File: config.mk
export PLATFORM = sky130hd
export DESIGN_NAME = fetch_stage
export DESIGN_NICKNAME = d
export VERILOG_FILES = /design/src/rtl/fetch_stage.sv
export SDC_FILE = /design/constraint.sdc
export NUM_CORES = 1
export LEC_CHECK = 0
export ABC_AREA = 1
export BUFFER_PORTS_ARGS = -buffer_cell sky130_fd_sc_hd__buf_2
export CORE_MARGIN = 2
export CORE_UTILIZATION = 55
export DETAILED_ROUTE_END_ITERATION = 6
export PLACE_DENSITY = 0.8
export SLEW_MARGIN = 10
export SYNTH_ARGS = -nofsm -noshare
export SYNTH_HDL_FRONTEND = slang
export SYNTH_SLANG_ARGS = --single-unit
File: constraint.sdc
create_clock -name clk -period 2.1 [get_ports clk]
set_input_delay 0.105 -clock clk [delete_from_list [all_inputs] [get_ports clk]]
set_output_delay 0.105 -clock clk [all_outputs]
set_load 0.02 [all_outputs]
File: src/rtl/fetch_stage.sv
// fetch_stage: instruction-fetch stage and IF/ID pipeline register.
// Owns the PC, keeps one request outstanding to instruction memory, parks a
// returned word in a skid register during a load-use stall, and drains a
// stale request after a redirect. Squashed IF/ID slots carry the canonical
// NOP (addi x0,x0,0).
// Optional feature: define FETCH_MISALIGN_TRAP_EN to send redirects with a
// non-word-aligned target to TRAP_VECTOR and pulse fetch_misalign.
`timescale 1ns/1ps

module fetch_stage #(
   parameter logic [31:0] RESET_PC = 32'h0000_0000
`ifdef FETCH_MISALIGN_TRAP_EN
   , parameter logic [31:0] TRAP_VECTOR = 32'h0000_0004
`endif
) (
   input  logic        clk,
   input  logic        rst,
   input  logic        stall,
   input  logic        redirect,
   input  logic [31:0] redirect_pc,
   output logic        imem_req,
   output logic [31:0] imem_addr,
   input  logic [31:0] imem_rdata,
   input  logic        imem_valid,
   output logic [31:0] if_id_ir,
   output logic [31:0] if_id_pc,
   output logic [31:0] if_id_pc4,
   output logic        if_id_valid,
   output logic        fetch_misalign
);

   localparam logic [31:0] NOP = 32'h0000_0013;

   typedef enum logic [1:0] {
      IDLE  = 2'd0,
      FETCH = 2'd1,
      HOLD  = 2'd2,
      DRAIN = 2'd3
   } state_t;

   state_t      state_r, state_s;
   logic [31:0] pc_r, pc_s;
   logic [31:0] drain_pc_r, drain_pc_s;
   logic [31:0] skid_ir_r, skid_ir_s;
   logic [31:0] skid_pc_r, skid_pc_s;
   logic [31:0] ir_r, ir_s;
   logic [31:0] ifpc_r, ifpc_s;
   logic [31:0] ifpc4_r, ifpc4_s;
   logic        ifvalid_r, ifvalid_s;
   logic        misalign_r, misalign_s;
   logic [31:0] pc_plus4_s;
   logic [31:0] target_s;
   logic        target_bad_s;

   // PC arithmetic wraps naturally at 32 bits.
   assign pc_plus4_s = pc_r + 32'd4;

`ifdef FETCH_MISALIGN_TRAP_EN
   // A misaligned target is replaced by the trap vector.
   assign target_bad_s = (redirect_pc[1:0] != 2'b00);
   assign target_s     = target_bad_s ? TRAP_VECTOR : redirect_pc;
`else
   // Without the trap the low two target bits are simply dropped.
   assign target_bad_s = 1'b0;
   assign target_s     = redirect_pc & 32'hFFFF_FFFC;
`endif

   // Memory interface is decoded from registered state only; DRAIN keeps the
   // stale address stable until the abandoned request completes.
   assign imem_req  = (state_r == FETCH) || (state_r == DRAIN);
   assign imem_addr = (state_r == DRAIN) ? drain_pc_r : pc_r;

   assign if_id_ir       = ir_r;
   assign if_id_pc       = ifpc_r;
   assign if_id_pc4      = ifpc4_r;
   assign if_id_valid    = ifvalid_r;
   assign fetch_misalign = misalign_r;

   // Next-state and datapath decode; redirect outranks stall and imem_valid.
   always_comb begin
      state_s    = state_r;
      pc_s       = pc_r;
      drain_pc_s = drain_pc_r;
      skid_ir_s  = skid_ir_r;
      skid_pc_s  = skid_pc_r;
      ir_s       = ir_r;
      ifpc_s     = ifpc_r;
      ifpc4_s    = ifpc4_r;
      ifvalid_s  = ifvalid_r;
      misalign_s = 1'b0;
      if (redirect) begin
         ir_s       = NOP;
         ifvalid_s  = 1'b0;
         pc_s       = target_s;
         misalign_s = target_bad_s;
         case (state_r)
            FETCH: begin
               if (imem_valid) begin
                  state_s = FETCH;
               end else begin
                  state_s    = DRAIN;
                  drain_pc_s = pc_r;
               end
            end
            DRAIN: begin
               if (imem_valid) begin
                  state_s = FETCH;
               end else begin
                  state_s = DRAIN;
               end
            end
            default: state_s = FETCH;
         endcase
      end else begin
         case (state_r)
            IDLE: begin
               state_s = FETCH;
               if (!stall) begin
                  ir_s      = NOP;
                  ifvalid_s = 1'b0;
               end else begin
                  ifvalid_s = ifvalid_r;
               end
            end
            FETCH: begin
               if (imem_valid && !stall) begin
                  ir_s      = imem_rdata;
                  ifpc_s    = pc_r;
                  ifpc4_s   = pc_plus4_s;
                  ifvalid_s = 1'b1;
                  pc_s      = pc_plus4_s;
                  state_s   = FETCH;
               end else if (imem_valid) begin
                  skid_ir_s = imem_rdata;
                  skid_pc_s = pc_r;
                  pc_s      = pc_plus4_s;
                  state_s   = HOLD;
               end else if (!stall) begin
                  ir_s      = NOP;
                  ifvalid_s = 1'b0;
               end else begin
                  state_s = FETCH;
               end
            end
            HOLD: begin
               if (!stall) begin
                  ir_s      = skid_ir_r;
                  ifpc_s    = skid_pc_r;
                  ifpc4_s   = skid_pc_r + 32'd4;
                  ifvalid_s = 1'b1;
                  state_s   = FETCH;
               end else begin
                  state_s = HOLD;
               end
            end
            DRAIN: begin
               if (imem_valid) begin
                  state_s = FETCH;
               end else begin
                  state_s = DRAIN;
               end
               if (!stall) begin
                  ir_s      = NOP;
                  ifvalid_s = 1'b0;
               end else begin
                  ifvalid_s = ifvalid_r;
               end
            end
            default: begin
               state_s   = IDLE;
               ir_s      = NOP;
               ifvalid_s = 1'b0;
            end
         endcase
      end
   end

   // State and pipeline registers; reset abandons any outstanding request.
   always_ff @(posedge clk or negedge rst) begin
      if (!rst) begin
         state_r    <= IDLE;
         pc_r       <= RESET_PC;
         drain_pc_r <= RESET_PC;
         skid_ir_r  <= NOP;
         skid_pc_r  <= 32'h0000_0000;
         ir_r       <= NOP;
         ifpc_r     <= 32'h0000_0000;
         ifpc4_r    <= 32'h0000_0000;
         ifvalid_r  <= 1'b0;
         misalign_r <= 1'b0;
      end else begin
         state_r    <= state_s;
         pc_r       <= pc_s;
         drain_pc_r <= drain_pc_s;
         skid_ir_r  <= skid_ir_s;
         skid_pc_r  <= skid_pc_s;
         ir_r       <= ir_s;
         ifpc_r     <= ifpc_s;
         ifpc4_r    <= ifpc4_s;
         ifvalid_r  <= ifvalid_s;
         misalign_r <= misalign_s;
      end
   end

endmodule

==> flow_summary.json <==
{
  "viasPerCell": 5.47,
  "dp_hpwl_um": 23400,
  "fillCellCount": 1658,
  "clock_tree.root_cell": "clkbuf_16",
  "path_clk_slew_ns": 0.06,
  "yosys_warnings": 0,
  "drv_cap": 0,
  "numClockSinks": 217,
  "met3WireLength_um": 2990,
  "grt_pass1_vias": 10100,
  "crit_fanout": 5,
  "ios": 200,
  "grt_max_degree": 70,
  "startpoint_type": "flip-flop",
  "hold_path_depth": 4,
  "start_util": 0.557,
  "clk_latency_ns": 0.52,
  "cts-buffers-inserted": 23,
  "drv_slew": 0,
  "highest_layer": "met4",
  "h-tree-depth": 1,
  "layout-drive-gt1-share": 0.170,
  "hold_class": "in2reg",
  "final_util": 0.689,
  "ant_nets": 0,
  "fp.dieH_um": 147,
  "area_growth_pct": 23.7,
  "peakVddDrop_v": 0.000764,
  "status": "finished clean",
  "wl_um": 33900,
  "final_nets": 1797,
  "clk_path_buf_depth": 3,
  "worstPathArrival_ns": 2.41,
  "hold_violations": 0,
  "fmax_mhz": 499,
  "dieWidth_um": 147,
  "worstRegToRegCells": 9,
  "relSlewSlack": 0.598,
  "synth_cells": 1487,
  "whs_endpoint": "state_r[0]",
  "syn_area_um2": 11200,
  "core-area_um2": 20200,
  "rr_endpoint": "if_id_pc4[16]",
  "routed-via-count": 11000,
  "min_from": "stall",
  "synth-seq-cells": 217,
  "cp-end-kind": "flip-flop",
  "grt-ovfl-total": 0,
  "routabilityCongestion": 0.937,
  "grt_pass1_wl_um": 53200,
  "tightest_slew_ns": 0.603,
  "path_class": "reg2reg",
  "final_cell_area_um2": 13900,
  "leakagePower_nw": 6.66,
  "period_share": 0.953,
  "power_w": 0.0182,
  "synth_seq_area_share": 0.484,
  "wl_met2_um": 15500,
  "worstPathRequired_ns": 2.51,
  "drc": 0,
  "wl_per_cell_um": 16.9,
  "drt-pass1-iter-count": 5,
  "syn_avg_cell_area_um2": 7.56,
  "die_area_um2": 21600,
  "cts_tree": "done",
  "multiInputGateArea_um2": 5060,
  "wl_met1_um": 14100,
  "io_buffer_count": 190,
  "reg2reg_slack_ns": 0.1,
  "grt.total_usage": 0.308,
  "regArea_um2": 5440,
  "setup_tns_ns": 0,
  "yosysUniqueCellTypes": 36,
  "period_needed_ns": 2.00,
  "clock_skew_ns": 0.0142,
  "powerDensity_nw_per_um2": 1310,
  "drt_iter0_drc": 826,
  "diodes": 0,
  "placed_area_um2": 12500,
  "fp-row-count": 52,
  "rr_startpoint": "pc_r[2]",
  "setup_viol": 0,
  "antenna_found_initial": 0
}
-- cell type report --
type,count,share of cell area
Inverter,99,0.0272
Clock inverter,6,0.00441
Sequential cell,217,0.391
Clock buffer,33,0.0470
Timing Repair inverter,1,0.000540
Timing Repair Buffer,284,0.141
Multi-Input combinational cell,1096,0.364
Tap cell,270,0.0243
-- cells in the mapped netlist --
cell type | n | share of area
nand2_1 | 582 | 0.19
dfrtp_1 | 211 | 0.47
o21ai_0 | 136 | 0.061
nor2_1 | 109 | 0.036
inv_1 | 94 | 0.031
nand3_1 | 50 | 0.022
clkbuf_1 | 45 | 0.015
a21oi_1 | 32 | 0.014
a31oi_1 | 31 | 0.017
o21ai_1 | 29 | 0.013
o211ai_1 | 27 | 0.018
xor2_1 | 17 | 0.013
buf_2 | 16 | 0.0071
nand3b_1 | 11 | 0.0073
o221ai_1 | 10 | 0.0078
xnor2_1 | 10 | 0.0078
buf_4 | 9 | 0.0060
nor2_2 | 8 | 0.0045
nand2_2 | 7 | 0.0039
nor2_4 | 7 | 0.0070
buf_6 | 6 | 0.0060
dfstp_2 | 6 | 0.014
ha_1 | 6 | 0.0067
buf_1 | 5 | 0.0017
nand4_1 | 5 | 0.0028
inv_2 | 4 | 0.0013
mux2_2 | 3 | 0.0030
and2_1 | 2 | 0.0011
nor3_1 | 2 | 0.00089
a2111oi_0 | 1 | 0.00078
a211oi_1 | 1 | 0.00067
conb_1 | 1 | 0.00033
inv_4 | 1 | 0.00056
nand2_4 | 1 | 0.0010
nand3_4 | 1 | 0.0016
o22ai_1 | 1 | 0.00056
-- critical path: stages (launching register included) --
cell and delay (ns):
dfrtp_1 0.41, ha_1 0.23, nand2_1 0.09, nor2_1 0.20, nand2_1 0.10, nor2_2 0.28, xor2_1 0.27, nand2_1 0.14
nand3_1 0.12, nand2_1 0.05
-- how the worst max path moves through the flow --
stage / startpoint / end / slack [ns] / depth (start not counted)
2_1_floorplan: state_r[1] / if_id_pc[10] / 0.44 / 11
3_3_place_gp: state_r[1] / pc_r[3] / 0.03 / 8
3_5_place_dp: state_r[1] / pc_r[9] / -0.004 / 7
4_1_cts: state_r[1] / pc_r[9] / 0.003 / 7
5_1_grt: pc_r[2] / if_id_pc4[14] / -0.01 / 9
6_report: pc_r[2] / if_id_pc4[16] / 0.1 / 9
-- flip-flops by register name, indices dropped and copies added (netlist names) --
name         flops
if_id_ir        32
skid_ir_r       32
drain_pc_r      30
if_id_pc4       30
if_id_pc        30
pc_r            30
skid_pc_r       30
state_r          2
if_id_valid      1
-- cell usage in the layout, fill, tap and decap left out, types with 2 or more instances in the layout --
master	netlist	final
nand2_1	582	582
dfrtp_1	211	211
buf_2	16	189
o21ai_0	136	136
nor2_1	109	109
inv_1	94	93
dlygate4sd3_1	0	64
nand3_1	50	50
a21oi_1	32	32
a31oi_1	31	31
o21ai_1	29	29
o211ai_1	27	27
clkbuf_16	0	23
buf_4	9	19
xor2_1	17	17
nand3b_1	11	11
buf_12	0	11
o221ai_1	10	10
xnor2_1	10	10
nor2_4	7	8
nor2_2	8	7
conb_1	1	7
nand2_2	7	6
clkbuf_1	45	6
dfstp_2	6	6
nand4_1	5	5
clkbuf_8	0	5
inv_2	4	4
ha_1	6	4
clkinvlp_4	0	3
mux2_2	3	3
clkinv_2	0	3
nand2_4	1	2
and2_1	2	2
nor3_1	2	2
ha_2	0	2
-- per-stage QoR --
step / hold slack (ns) / worst slack (ns) / cells
after detailed placement: 0.134 / -0.00397 / 1898
after global routing: 0.0466 / -0.0127 / 2006
after CTS: 0.00194 / 0.00336 / 2001
after floorplan: -0.191 / 0.439 / 1493
after global placement: 0.134 / 0.0278 / 1898
final: 0.0252 / 0.0978 / 2006
-- cell families after synthesis --
logic type | count (synthesis) | share of synthesized area
compound gates | 268 | 0.133
xor+xnor | 27 | 0.0210
fa+ha+maj | 6 | 0.00668
buf+inv | 180 | 0.0691
flops | 217 | 0.484
mux | 3 | 0.00301
other cells | 1 | 0.000334
simple gates | 785 | 0.283
-- repair_timing --
item,CTS,global route
endpoints found under the hold margin,153,0
hold buffers,64,0
setup endpoints to repair,0,23
setup buffers,0,4
resized for setup,0,3
-- report_power, final --
part	switching, W	internal (W)	leakage [nW]
clock	0.00161	0.00227	0.350
sequential	0.00137	0.00583	2.70
combinational	0.00463	0.00245	3.61
total	0.00761	0.0105	6.66
-- metal layers --
metal | up-vias | GRT usage
li1 | 5263 | -
met1 | 5088 | 0.435
met2 | 525 | 0.479
met3 | 100 | 0.0596
met4 | 0 | 0.112
met5 | - | 0
No activity file was read; power rests on OpenSTA's default activity.
